**src/rtl/add_pp4_operand_pack.sv**
```systemverilog
// Operand packer for the 4-stage pipelined 64-bit adder: gathers serial lane
// pairs into full operand words and emits a sum-valid strobe aligned to the adder.
module add_pp4_operand_pack #(
  parameter int LANE_W  = 16,
  parameter int LANES   = 4,
  parameter int ADD_LAT = 4,
  parameter int CNT_W   = 16
) (
  input  logic                      I_clk,
  input  logic                      I_rst,
  input  logic                      I_vld,
  input  logic                      I_sof,
  input  logic [LANE_W-1:0]         I_lane_a,
  input  logic [LANE_W-1:0]         I_lane_b,
  output logic [LANE_W*LANES-1:0]   O_data_a,
  output logic [LANE_W*LANES-1:0]   O_data_b,
  output logic                      O_data_vld,
  output logic                      O_sum_vld,
  output logic                      O_err,
  output logic [CNT_W-1:0]          O_word_cnt
);

  // Stream handshake: a beat transfers on every rising edge where I_vld=1; there
  // is no ready/backpressure, so the packer must accept every valid beat.

  localparam int SHAD_W = LANE_W * (LANES - 1);
  localparam int BEAT_W = (LANES > 1) ? $clog2(LANES) : 1;
  localparam logic [BEAT_W-1:0] LAST_BEAT = BEAT_W'(LANES - 1);
  localparam logic [BEAT_W-1:0] FIRST_BEAT = BEAT_W'(1);

  logic [BEAT_W-1:0]  beat_q;
  logic [BEAT_W-1:0]  beat_d;
  logic [SHAD_W-1:0]  shadow_a_q;
  logic [SHAD_W-1:0]  shadow_b_q;
  logic               store_en;
  logic [BEAT_W-1:0]  store_lane;
  logic               complete;
  logic               err_d;
  logic [ADD_LAT-1:0] sum_dly_q;

  // Beat sequencer: beat 0 waits for sof, the last beat completes the word.
  // A sof seen mid-word abandons the partial word and restarts at lane 0.
  always_comb begin
    beat_d     = beat_q;
    store_en   = 1'b0;
    store_lane = '0;
    complete   = 1'b0;
    err_d      = 1'b0;
    if (I_vld) begin
      if (I_sof) begin
        err_d      = (beat_q != '0);
        store_en   = 1'b1;
        store_lane = '0;
        beat_d     = FIRST_BEAT;
      end else if (beat_q == '0) begin
        err_d = 1'b1;
      end else if (beat_q == LAST_BEAT) begin
        complete = 1'b1;
        beat_d   = '0;
      end else begin
        store_en   = 1'b1;
        store_lane = beat_q;
        beat_d     = beat_q + 1'b1;
      end
    end
  end

  always_ff @(posedge I_clk or negedge I_rst) begin
    if (!I_rst) begin
      beat_q <= '0;
    end else begin
      beat_q <= beat_d;
    end
  end

  // Shadow lanes stay internal; the outputs only change once a word is whole.
  always_ff @(posedge I_clk or negedge I_rst) begin
    if (!I_rst) begin
      shadow_a_q <= '0;
      shadow_b_q <= '0;
    end else begin
      for (int k = 0; k < LANES - 1; k++) begin
        if (store_en && (store_lane == BEAT_W'(k))) begin
          shadow_a_q[k*LANE_W +: LANE_W] <= I_lane_a;
          shadow_b_q[k*LANE_W +: LANE_W] <= I_lane_b;
        end
      end
    end
  end

  always_ff @(posedge I_clk or negedge I_rst) begin
    if (!I_rst) begin
      O_data_a   <= '0;
      O_data_b   <= '0;
      O_data_vld <= 1'b0;
      O_err      <= 1'b0;
      O_word_cnt <= '0;
    end else begin
      O_data_vld <= complete;
      O_err      <= err_d;
      if (complete) begin
        O_data_a   <= {I_lane_a, shadow_a_q};
        O_data_b   <= {I_lane_b, shadow_b_q};
        O_word_cnt <= O_word_cnt + 1'b1;
      end
    end
  end

  // Each presented pair launches its own token, so overlapping words are tracked.
  always_ff @(posedge I_clk or negedge I_rst) begin
    if (!I_rst) begin
      sum_dly_q <= '0;
    end else begin
      sum_dly_q[0] <= O_data_vld;
      for (int i = 1; i < ADD_LAT; i++) begin
        sum_dly_q[i] <= sum_dly_q[i-1];
      end
    end
  end

  assign O_sum_vld = sum_dly_q[ADD_LAT-1];

endmodule

```
**config.mk**
```make
export PLATFORM = sky130hd
export DESIGN_NAME = add_pp4_operand_pack
export DESIGN_NICKNAME = d
export VERILOG_FILES = /design/src/rtl/add_pp4_operand_pack.sv
export SDC_FILE = /design/constraint.sdc
export NUM_CORES = 1
export LEC_CHECK = 0
export BUFFER_PORTS_ARGS = -buffer_cell sky130_fd_sc_hd__buf_2
export CAP_MARGIN = 20
export CORE_MARGIN = 4
export CORE_UTILIZATION = 55
export CTS_CLUSTER_SIZE = 16
export DETAILED_ROUTE_END_ITERATION = 10
export PLACE_DENSITY = 0.83
export SLEW_MARGIN = 10
export SYNTH_ARGS = -nofsm -noshare
export SYNTH_HDL_FRONTEND = slang
export SYNTH_SLANG_ARGS = --single-unit
```
**constraint.sdc**
```tcl
create_clock -name I_clk -period 2.6 [get_ports I_clk]
set_input_delay 0.52 -clock I_clk [delete_from_list [all_inputs] [get_ports I_clk]]
set_output_delay 0.52 -clock I_clk [all_outputs]
set_load 0.01 [all_outputs]
```
==> qor.json <==
{
  "run_status": {
    "run_status": "finished, final reports clean"
  },
  "synthesis": {
    "fraction_of_the_mapped_netlist_area_in_compound_gates_pct": 0.200,
    "synth-adder-area-share_pct": 0.802,
    "synth.avg_cell_area_um2": 11.2,
    "synth_enable_flop_cells": 0,
    "seq_area_frac_synth_pct": 66.3,
    "synth.lib_cells_used.distinct": 25,
    "synth_top_area_share_pct": 66.3,
    "post_synth_xor_area_fraction_pct": 1.40,
    "synthSimpleGateAreaFrac_pct": 17.6,
    "yosysWarningCount": 0,
    "synth_flop_cell": "dfrtp_1",
    "cell_types_with_the_highest_counts_after_synthesis": "396 x nand2_1, 248 x dfrtp_1, 88 x mux2_2, 31 x buf_2, 9 x xnor2_1",
    "asyncSetResetFlopFracSynth_pct": 100,
    "synth_cells": 836,
    "combinational_family_with_the_most_area_after_synthesis": "simple AND/OR/NAND/NOR gates",
    "main_area_contributors_after_synthesis": "dfrtp_1 66%, nand2_1 16%, mux2_2 11%, buf_2 1.7%, mux2_1 0.96%",
    "synth.largest_area_cell": "dfrtp_1",
    "syn-cell-area_um2": 9360,
    "number_of_register_bits_inferred_by_synthesis": 248,
    "yosys-mux-area-fraction_pct": 11.5,
    "synth_most_common_cell": "nand2_1",
    "synthesis.nets": 878
  },
  "layout": {
    "area_growth_pct": 21.7,
    "antenna-diode-count": 0,
    "final_layout_size_suffix_gt1_share_pct": 31.5,
    "final.fill_count": 1234,
    "seq_area_um2": 6210,
    "area_occupied_by_multi_input_gates_um2": 2980,
    "num-nets-final": 1063,
    "utilization_pct": 68.4
  },
  "flow_run": {
    "maxCapViolations": 0
  },
  "setup_path": {
    "critical_path.max_fanout": 32,
    "critical_path_required_ps": 2990,
    "worstSetupPathType": "reg2reg",
    "critPathBufInv": 2,
    "cp_data_arrival_time_ps": 2390,
    "path_cells": "inv_1 -> ha_1 -> nor2b_1 -> nor2b_1 -> o21ai_4 -> buf_12 -> mux2_2",
    "cpPeakStageDelay_ps": 400,
    "critical_path.startpoint": "beat_q[0]",
    "worst_r2r_startpoint": "beat_q[0]",
    "worst_path_max_delay_cell": "dfrtp_1",
    "path_delay_family": "flip-flops",
    "worst_setup_start_kind": "flip-flop",
    "path_common_cell": "nor2b_1",
    "setup.worst_path.end_class": "flip-flop"
  },
  "detailed_routing": {
    "route.final.wire_length_um": 20600,
    "vias_per_cell": 5.09,
    "detailedRoute.firstPassIterationCount": 5,
    "drcViolationCount": 0,
    "number_of_drc_markers_after_the_initial_detailed_route_iteration": 355,
    "vias": 6406,
    "post_drt_wl_per_cell_um": 16.3,
    "drt.antenna.violating_nets": 0
  },
  "power_and_ir_drop": {
    "sw_share_pct": 31.5,
    "logic_pwr_share_pct": 26.2,
    "power_per_cell_area_nw_per_um2": 1170,
    "worst_vdd_drop_uv": 721,
    "p_leak_nw": 6.23,
    "intPower_mw": 9.15,
    "register_share_of_total_power_pct": 47.6,
    "power_switching_mw": 4.21,
    "p_clk_share_pct": 26.1
  },
  "sta": {
    "timing.setup.tns_ps": 0,
    "report.final.setup_viol": 0,
    "drv_slew": 0,
    "fin_ws_ps": 592,
    "worst_max_slew_pin_slew_ps": 596,
    "period_needed_ps": 2010,
    "maxSlewHeadroom_pct": 60.2,
    "clock.fmax_ghz": 0.498,
    "share_of_the_cycle_needed_by_the_critical_path_after_routing_pct": 77.2,
    "rsz0062_at_grt": "false",
    "final.setup_skew_ps": 14.7,
    "hold_viol": 0
  },
  "cts": {
    "htreeDepth": 1,
    "cts_inserted_buffers": 25,
    "numClockSinks": 248,
    "cts.clk_slew.worst_paths_ps": 60,
    "post-cts-setup-buffer-count": 0,
    "clock_path_buffers": 3,
    "cts_tree": "done",
    "cts_root_buffer": "clkbuf_16",
    "clock_insertion_delay_worst_skew_ps": 510
  },
  "placed_design": {
    "detailedPlace.worstSlack_ps": 597,
    "dp.final_hpwl_um": 13100,
    "routabilityCongestion": 0.777,
    "numPortBuffers": 182
  },
  "die": {
    "die_width_um": 138,
    "die_area_um2": 19200,
    "initial_standard_cell_utilization_of_the_core_pct": 56.3,
    "number_of_top_level_design_ports": 183,
    "placeableCoreArea_um2": 16600,
    "die_h_um": 138,
    "rows": 47
  },
  "global_routing": {
    "wire_length_of_the_first_global_routing_pass_um": 34700,
    "first_global_vias": 6677,
    "grt_antenna_before_repair": 0,
    "globalRouteTotalUtil_pct": 21.7,
    "grt.overflow.total": 0,
    "pin_count_of_the_biggest_net_entering_global_routing": 130
  },
  "min_path": {
    "hold_class": "in2reg",
    "hold_start": "I_lane_a[5]"
  }
}
[final cells by class]
class                      instances  share of cell area (%)
inverter                           6                   0.220
tap                              220                    2.42
timing repair buffer             196                    9.69
sequential                       248                    54.5
clock buffer                      37                    6.50
clock inverter                     7                   0.560
multi-input combinational        544                    26.1
[worst paths after layout]
check                                 end  slack [ps]  depth (start not counted)
setup / recovery           shadow_a_q[10]         590                          7
hold / removal               O_data_a[53]         250                          3
setup reg to reg           shadow_a_q[10]         590                          7
hold reg to reg              sum_dly_q[3]         350                          0
max in group asynchronous    O_data_a[38]        1270                          3
min in group asynchronous    O_data_b[56]         530                          2
[power by group through the flow]
| stage | registers [mW] | logic, mW | clock network, mW |
|---|---|---|---|
| 2_1_floorplan | 6.66 | 1.59 | 0 |
| 3_3_place_gp | 6.33 | 3.39 | 0 |
| 3_5_place_dp | 6.39 | 3.55 | 0 |
| 4_1_cts | 6.37 | 3.58 | 3.55 |
| 5_1_grt | 6.55 | 3.94 | 3.73 |
| 6_report | 6.37 | 3.50 | 3.49 |
[worst register-to-register path: cells and delay by family (launching register included)]
kind / cells / cell delay [ps]
adder cells (fa/ha/maj): 1 / 330
buffers and inverters: 2 / 350
flip-flops: 1 / 400
multiplexers: 1 / 380
AND/OR/NAND/NOR: 2 / 300
AO/OA/AOI/OAI: 1 / 150
[registers in the layout (all words and copies together), names as in the netlist]
register,count
O_word_cnt,16
shadow_a_q,48
O_data_a,64
O_err,1
shadow_b_q,48
sum_dly_q,4
O_data_b,64
beat_q,2
O_data_vld,1
[repair_timing]
item	in CTS	in global routing
hold endpoints to repair	57	0
hold buffers	1	0
gates resized for setup	0	0
[routing by layer]
layer	up-vias	part of all wire [%]	GRT usage [%]	wire (um)
met5	-	0	0	0
met4	0	2.1	4.84	427
met3	34	6.0	5.11	1240
met2	154	49	36.1	10100
met1	3213	43	29.5	8810
li1	3005	-	-	-
[cell families after synthesis]
family                   after synthesis
adder cells (fa/ha/maj)                6
flip-flops                           248
XOR/XNOR                              15
AND/OR/NAND/NOR                      424
AO/OA/AOI/OAI                          3
buffers and inverters                 44
multiplexers                          96
[layout by cell type (no fill, tap or decap), types with 2 or more instances in the layout]
cell       synthesis  final
clkbuf_1           6      5
clkbuf_16          0     25
nand4_1            5      5
inv_1              4      4
nand3_1            4      3
buf_12             0      6
xnor2_1            9      9
clkinv_2           0      5
nor3_1             2      2
nor2b_1            3      3
nor2_1             7      7
clkbuf_8           0      7
buf_4              0      7
mux2_1             8      8
and4_1             2      2
ha_1               6      6
nand2_1          396    396
dfrtp_1          248    248
buf_2             31    181
xor2_1             6      6
and3_1             2      2
mux2_2            88     88
[stage by stage]
step / hold slack [ps] / total power [mW] / instance area (um^2) / instances
global placement: 336 / 9.72 / 10600 / 1213
detailed placement: 335 / 9.94 / 10600 / 1213
floorplan: 224 / 8.26 / 9360 / 836
finish: 252 / 13.4 / 11400 / 1258
global route: 253 / 14.2 / 11400 / 1258
CTS: 234 / 13.5 / 11400 / 1258
Power figures use the tool's default switching activity.
